**config.mk**
```make
export PLATFORM = sky130hd
export DESIGN_NAME = ram_port_arbiter_flat
export DESIGN_NICKNAME = d
export VERILOG_FILES = /design/src/rtl/ram_port_arbiter_if.sv /design/src/rtl/ram_port_arbiter.sv /design/src/flat_wrapper.sv
export SDC_FILE = /design/constraint.sdc
export NUM_CORES = 1
export LEC_CHECK = 0
export ABC_AREA = 1
export CORE_MARGIN = 2
export CORE_UTILIZATION = 44
export CTS_CLUSTER_DIAMETER = 60
export DETAILED_ROUTE_END_ITERATION = 10
export GPL_ROUTABILITY_DRIVEN = 0
export PLACE_DENSITY = 0.79
export SYNTH_ARGS = -nofsm -noshare
export SYNTH_HDL_FRONTEND = slang
export SYNTH_SLANG_ARGS = --single-unit
export TNS_END_PERCENT = 10
```
**constraint.sdc**
```tcl
create_clock -name Clock -period 1.6 [get_ports Clock]
set_input_delay 0.24 -clock Clock [delete_from_list [all_inputs] [get_ports Clock]]
set_output_delay 0.24 -clock Clock [all_outputs]
set_load 0.005 [all_outputs]
```
**src/rtl/ram_port_arbiter_if.sv**
```systemverilog
// Requester-side bus of the store RAM arbiter.
// Fetch is read-only; data port does loads and stores.
interface ram_port_arbiter_if #(
  parameter int ADDR_W = 5,
  parameter int DATA_W = 8
);
  logic              f_req;
  logic [ADDR_W-1:0] f_addr;
  logic              f_ack;
  logic [DATA_W-1:0] f_rdata;
  logic              d_req;
  logic              d_we;
  logic [ADDR_W-1:0] d_addr;
  logic [DATA_W-1:0] d_wdata;
  logic              d_ack;
  logic [DATA_W-1:0] d_rdata;

  modport master (
    output f_req, f_addr,
    output d_req, d_we, d_addr, d_wdata,
    input  f_ack, f_rdata, d_ack, d_rdata
  );

  modport slave (
    input  f_req, f_addr,
    input  d_req, d_we, d_addr, d_wdata,
    output f_ack, f_rdata, d_ack, d_rdata
  );
endinterface

```
**src/rtl/ram_port_arbiter.sv**
```systemverilog
// Single-port store RAM controller: init sequencing plus
// round-robin fetch/data arbitration, read latency hidden.
module ram_port_arbiter #(
  parameter int ADDR_W      = 5,
  parameter int DATA_W      = 8,
  parameter int INIT_CYCLES = 2
) (
  input  logic              Clock,
  input  logic              Reset,
  ram_port_arbiter_if.slave bus,
  output logic              ram_WE,
  output logic [ADDR_W-1:0] ram_addr,
  output logic [DATA_W-1:0] ram_data_IN,
  input  logic [DATA_W-1:0] ram_data_Out,
  output logic              ram_Initialize,
  output logic              busy
);

  localparam logic [1:0] S_INIT = 2'd0;
  localparam logic [1:0] S_IDLE = 2'd1;
  localparam logic [1:0] S_ACC  = 2'd2;
  localparam logic [1:0] S_CAP  = 2'd3;

  localparam int CW =
    (INIT_CYCLES > 1) ? $clog2(INIT_CYCLES) : 1;
  localparam logic [CW-1:0] CNT_LAST = CW'(INIT_CYCLES - 1);

  logic [1:0]        state_q, state_d;
  logic [CW-1:0]     cnt_q, cnt_d;
  logic              init_q, init_d;
  logic              we_q, we_d;
  logic [ADDR_W-1:0] addr_q, addr_d;
  logic [DATA_W-1:0] wdat_q, wdat_d;
  logic              fack_q, fack_d;
  logic              dack_q, dack_d;
  logic [DATA_W-1:0] frd_q, frd_d;
  logic [DATA_W-1:0] drd_q, drd_d;
  logic              busy_q, busy_d;
  // last_q/own_q: 1 = data port, 0 = fetch port
  logic              last_q, last_d;
  logic              own_q, own_d;
  logic              wr_q, wr_d;
  logic              f_el, d_el, pick_d;

  always_comb begin
    state_d = state_q;
    cnt_d   = cnt_q;
    init_d  = init_q;
    we_d    = we_q;
    addr_d  = addr_q;
    wdat_d  = wdat_q;
    fack_d  = 1'b0;
    dack_d  = 1'b0;
    frd_d   = frd_q;
    drd_d   = drd_q;
    last_d  = last_q;
    own_d   = own_q;
    wr_d    = wr_q;
    // a requester is still dropping req in its ack cycle
    f_el    = bus.f_req && !fack_q;
    d_el    = bus.d_req && !dack_q;
    pick_d  = d_el && (!f_el || !last_q);
    unique case (state_q)
      S_INIT: begin
        cnt_d = cnt_q + CW'(1);
        if (cnt_q == CNT_LAST) begin
          init_d  = 1'b0;
          state_d = S_IDLE;
        end
      end
      S_IDLE: begin
        we_d = 1'b0;
        if (f_el || d_el) begin
          state_d = S_ACC;
          own_d   = pick_d;
          last_d  = pick_d;
          wr_d    = pick_d && bus.d_we;
          we_d    = pick_d && bus.d_we;
          addr_d  = pick_d ? bus.d_addr : bus.f_addr;
          if (pick_d && bus.d_we) wdat_d = bus.d_wdata;
        end
      end
      S_ACC: begin
        we_d    = 1'b0;
        state_d = S_CAP;
      end
      S_CAP: begin
        state_d = S_IDLE;
        if (own_q) begin
          dack_d = 1'b1;
          if (!wr_q) drd_d = ram_data_Out;
        end else begin
          fack_d = 1'b1;
          frd_d  = ram_data_Out;
        end
      end
    endcase
    busy_d = (state_d != S_IDLE);
  end

  always_ff @(posedge Clock or posedge Reset) begin
    if (Reset) begin
      state_q <= S_INIT;
      cnt_q   <= '0;
      init_q  <= 1'b1;
      we_q    <= 1'b0;
      addr_q  <= '0;
      wdat_q  <= '0;
      fack_q  <= 1'b0;
      dack_q  <= 1'b0;
      frd_q   <= '0;
      drd_q   <= '0;
      busy_q  <= 1'b1;
      last_q  <= 1'b1;
      own_q   <= 1'b0;
      wr_q    <= 1'b0;
    end else begin
      state_q <= state_d;
      cnt_q   <= cnt_d;
      init_q  <= init_d;
      we_q    <= we_d;
      addr_q  <= addr_d;
      wdat_q  <= wdat_d;
      fack_q  <= fack_d;
      dack_q  <= dack_d;
      frd_q   <= frd_d;
      drd_q   <= drd_d;
      busy_q  <= busy_d;
      last_q  <= last_d;
      own_q   <= own_d;
      wr_q    <= wr_d;
    end
  end

  assign bus.f_ack      = fack_q;
  assign bus.f_rdata    = frd_q;
  assign bus.d_ack      = dack_q;
  assign bus.d_rdata    = drd_q;
  assign ram_WE         = we_q;
  assign ram_addr       = addr_q;
  assign ram_data_IN    = wdat_q;
  assign ram_Initialize = init_q;
  assign busy           = busy_q;

endmodule

```
**src/flat_wrapper.sv**
```systemverilog
// flat-port wrapper written by rule: the top's interface ports become plain ports
module ram_port_arbiter_flat 
#(
  parameter int ADDR_W      = 5,
  parameter int DATA_W      = 8,
  parameter int INIT_CYCLES = 2
)
  (Clock, Reset, ram_WE, ram_addr, ram_data_IN, ram_data_Out, ram_Initialize, busy, bus_f_req, bus_f_addr, bus_d_req, bus_d_we, bus_d_addr, bus_d_wdata, bus_f_ack, bus_f_rdata, bus_d_ack, bus_d_rdata);
  ram_port_arbiter_if #(.ADDR_W(ADDR_W), .DATA_W(DATA_W)) bus_i ();
  input  logic Clock;
  input  logic Reset;
  output logic ram_WE;
  output logic [ADDR_W-1:0] ram_addr;
  output logic [DATA_W-1:0] ram_data_IN;
  input  logic [DATA_W-1:0] ram_data_Out;
  output logic ram_Initialize;
  output logic busy;
  input wire logic [$bits(bus_i.f_req)-1:0] bus_f_req;
  input wire logic [$bits(bus_i.f_addr)-1:0] bus_f_addr;
  input wire logic [$bits(bus_i.d_req)-1:0] bus_d_req;
  input wire logic [$bits(bus_i.d_we)-1:0] bus_d_we;
  input wire logic [$bits(bus_i.d_addr)-1:0] bus_d_addr;
  input wire logic [$bits(bus_i.d_wdata)-1:0] bus_d_wdata;
  output wire logic [$bits(bus_i.f_ack)-1:0] bus_f_ack;
  output wire logic [$bits(bus_i.f_rdata)-1:0] bus_f_rdata;
  output wire logic [$bits(bus_i.d_ack)-1:0] bus_d_ack;
  output wire logic [$bits(bus_i.d_rdata)-1:0] bus_d_rdata;
  assign bus_i.f_req = bus_f_req;
  assign bus_i.f_addr = bus_f_addr;
  assign bus_i.d_req = bus_d_req;
  assign bus_i.d_we = bus_d_we;
  assign bus_i.d_addr = bus_d_addr;
  assign bus_i.d_wdata = bus_d_wdata;
  assign bus_f_ack = bus_i.f_ack;
  assign bus_f_rdata = bus_i.f_rdata;
  assign bus_d_ack = bus_i.d_ack;
  assign bus_d_rdata = bus_i.d_rdata;
  ram_port_arbiter #(.ADDR_W(ADDR_W), .DATA_W(DATA_W), .INIT_CYCLES(INIT_CYCLES)) u_core (.Clock(Clock), .Reset(Reset), .bus(bus_i), .ram_WE(ram_WE), .ram_addr(ram_addr), .ram_data_IN(ram_data_IN), .ram_data_Out(ram_data_Out), .ram_Initialize(ram_Initialize), .busy(busy));
endmodule
```
==> results.sh <==
export IMPL_cts_buffers_inserted=5
export IMPL_fillers=342
export IMPL_ir_drop_v=0.00112
export IMPL_first_pass_iters=4
export IMPL_slowest_delay_ns=0.53
export IMPL_grt_pass1_wl_um=6160
export IMPL_r2r_start="u_core.state_q[1]"
export IMPL_startpoint_type="flop"
export IMPL_synth_fp_nets=228
export IMPL_max_cap_violations=0
export IMPL_synth_async_reset_ratio_pct=100
export IMPL_cts_tree="yes"
export IMPL_fin_worst_skew_ns=0.0108
export IMPL_grt_pass1_vias=1415
export IMPL_dieWidth_um=68.0
export IMPL_area_growth_pct=44.1
export IMPL_hpwl_um=2840
export IMPL_max_slew_margin_pct=77.3
export IMPL_yosysMostFrequentCell="nand2_1"
export IMPL_slew_violations=0
export IMPL_fin_crit_ns=1.54
export IMPL_die_area_mm2=0.00462
export IMPL_dp_cells=305
export IMPL_path_cells="clkdlybuf4s50_1"
export IMPL_fin_cells=313
export IMPL_holdBufCountCts=0
export IMPL_regArea_mm2=0.00100
export IMPL_synth_warning_count=0
export IMPL_synth_seq_area_share_pct=55.8
export IMPL_drc=0
export IMPL_cts_max_level=2
export IMPL_cp_max_fo=2
export IMPL_cts_root_buf="clkbuf_8"
export IMPL_synthDistinctLibCells=23
export IMPL_cp_data_required_time_ns=1.36
export IMPL_synth_top_area_share_pct=51.4
export IMPL_antenna_found_initial=0
export IMPL_setup_worst_path_end_class="output pin"
export IMPL_path_buf_inv=1
export IMPL_synth_avg_cell_area_um2=9.38
export IMPL_wl_per_cell_um=12.5
export IMPL_drt_total_wl_um=3930
export IMPL_insertion_delay_ns=0.29
export IMPL_io_buffers=64
export IMPL_whs_ns=0.298
export IMPL_start_util_pct=45.3
export IMPL_synth_flop_cell="dfrtp_1"
export IMPL_yosysTopAreaCell="dfrtp_1"
export IMPL_synthTopCellsByCount="nand2_1, dfrtp_1, inv_1, o21ai_0, nand3_1"
export IMPL_ys_top_cells_by_area="dfrtp_1, nand2_1, inv_1"
export IMPL_num_vias=1464
export IMPL_grt_max_degree=41
export IMPL_cts_buffer_depth=2
export IMPL_cp_top_family="flip-flops"
export IMPL_fin_setup_tns_ns=0
export IMPL_rsz0062_at_grt="false"
export IMPL_synth_edf_count=0
export IMPL_worstSetupPathType="reg -> out"
export IMPL_io_pins=65
export IMPL_overflow=0
export IMPL_critPathSlowestCell="dfstp_2"
export IMPL_fp_dieH_um=68.0
export IMPL_yosys_register_bits=40
export IMPL_hp_class="in -> async"
export IMPL_core_area_mm2=0.00397
export IMPL_utilization_pct=65.3
export IMPL_drtAntennaViolNets=0
export IMPL_r2r_end="u_core.state_q[1]"
export IMPL_min_period_over_period_pct=96.2
export IMPL_drt_iter0_drc=111
export IMPL_r2r_setup_slack_ns=0.16
export IMPL_clkTransAtPathRegs_ns=0.07
export IMPL_tightest_slew_ns=0.341
export IMPL_diodes=0
export IMPL_clock_fmax_mhz=649
export IMPL_cts_sinks=40
export IMPL_drive_above_1_share_pct=10.6
export IMPL_finalSetupViolCount=0
export IMPL_final_nets=299
export IMPL_via_per_inst=4.68
export IMPL_leakage_nw=1.27
export IMPL_track_usage_pct=18.4
export IMPL_worst_r2r_path_depth=6
export IMPL_synth_cells=192
export IMPL_rows=23
export IMPL_cp_arrival_ns=1.30
export IMPL_multi_input_area_um2=682
export IMPL_outcome="complete, no violations"
export IMPL_hold_viol=0
export IMPL_syn_area_mm2=0.00180
export IMPL_power_density_mw_per_mm2=1740
## per-layer routing
layer	vias up	GRT usage, %	wire (um)
li1	734	-	-
met2	50	28.0	1940
met4	0	9.00	9
met1	678	24.2	1720
met3	2	5.10	255
met5	-	0	0
## cells by family after synthesis
family | after synthesis | share of synthesized area, %
XOR/XNOR | 1 | 0.487
AO/OA/AOI/OAI | 21 | 6.26
adder cells (fa/ha/maj) | 5 | 3.47
flip-flops | 40 | 55.8
AND/OR/NAND/NOR | 98 | 27.4
buffers and inverters | 27 | 6.60
## final cells by class
cell class | instances | area share [%]
timing repair buffer | 65 | 25.5
inverter | 25 | 3.86
sequential | 40 | 38.7
multi-input combinational | 125 | 26.3
clock inverter | 1 | 0.193
timing repair inverter | 1 | 0.289
clock buffer | 6 | 2.80
tap | 50 | 2.41
## how the worst max path moves through the flow
stage | start | end | depth (start not counted)
global route | u_core.bus.d_ack | bus_d_ack | 1
global placement | bus_d_req | u_core.ram_addr[3] | 8
floorplan | u_core.state_q[1] | u_core.busy | 6
finish | u_core.ram_Initialize | ram_Initialize | 1
detailed placement | bus_d_req | u_core.ram_addr[1] | 8
CTS | u_core.ram_Initialize | ram_Initialize | 1
## registers in the layout, summed over array words and instances, names as in the netlist
register and flops:
u_core.bus.d_rdata 8, u_core.bus.f_rdata 8, u_core.ram_data_IN 8, u_core.ram_addr 5
u_core.state_q 2, u_core.bus.d_ack 1, u_core.bus.f_ack 1, u_core.busy 1
u_core.cnt_q 1, u_core.last_q 1, u_core.own_q 1, u_core.ram_Initialize 1
u_core.ram_WE 1, u_core.wr_q 1
## placed cells by master (no fill, tap or decap)
| cell type | Yosys | final |
|---|---|---|
| nand4_4 | 1 | 1 |
| clkinvlp_4 | 0 | 2 |
| buf_12 | 0 | 1 |
| o21ai_0 | 16 | 16 |
| nand3_1 | 6 | 6 |
| inv_4 | 1 | 1 |
| nand3_4 | 2 | 2 |
| clkinv_2 | 0 | 1 |
| ha_1 | 5 | 5 |
| nand3_2 | 2 | 2 |
| nor2_4 | 0 | 1 |
| inv_2 | 1 | 1 |
| clkbuf_1 | 0 | 1 |
| nand2_4 | 1 | 1 |
| o21ai_1 | 2 | 2 |
| o21ai_2 | 1 | 1 |
| a21boi_0 | 1 | 1 |
| nand2_2 | 4 | 4 |
| o22ai_1 | 1 | 1 |
| clkbuf_8 | 0 | 5 |
| dfrtp_1 | 37 | 37 |
| dfstp_2 | 3 | 3 |
| inv_1 | 23 | 22 |
| nor2_8 | 2 | 2 |
| clkdlybuf4s50_1 | 0 | 64 |
| xor2_1 | 1 | 1 |
| nand2_1 | 77 | 77 |
| nand3b_1 | 2 | 2 |
## power by group
| group | total (W) | leakage [nW] | switching, W | internal [W] |
|---|---|---|---|---|
| registers | 0.00179 | 0.490 | 0.000293 | 0.00150 |
| clock network | 0.000621 | 0.0410 | 0.000325 | 0.000296 |
| logic | 0.00210 | 0.744 | 0.000984 | 0.00112 |
| total | 0.00451 | 1.27 | 0.00160 | 0.00291 |
## what timing repair did
item,4_1_cts,5_1_grt
resized for setup,0,3
setup buffers,0,0
setup endpoints to repair,0,1
hold endpoints to repair,0,0
## through the flow
| stage | total power (W) | setup slack (ns) | cell area [um^2] |
|---|---|---|---|
| after CTS | 0.00453 | 0.0363 | 2580 |
| after global routing | 0.00489 | 0.0101 | 2590 |
| after global placement | 0.00380 | 0.127 | 2500 |
| after floorplan | 0.00279 | 0.364 | 1800 |
| after detailed placement | 0.00388 | 0.0839 | 2500 |
| final | 0.00451 | 0.0602 | 2590 |
No activity file was read; power rests on OpenSTA's default activity.
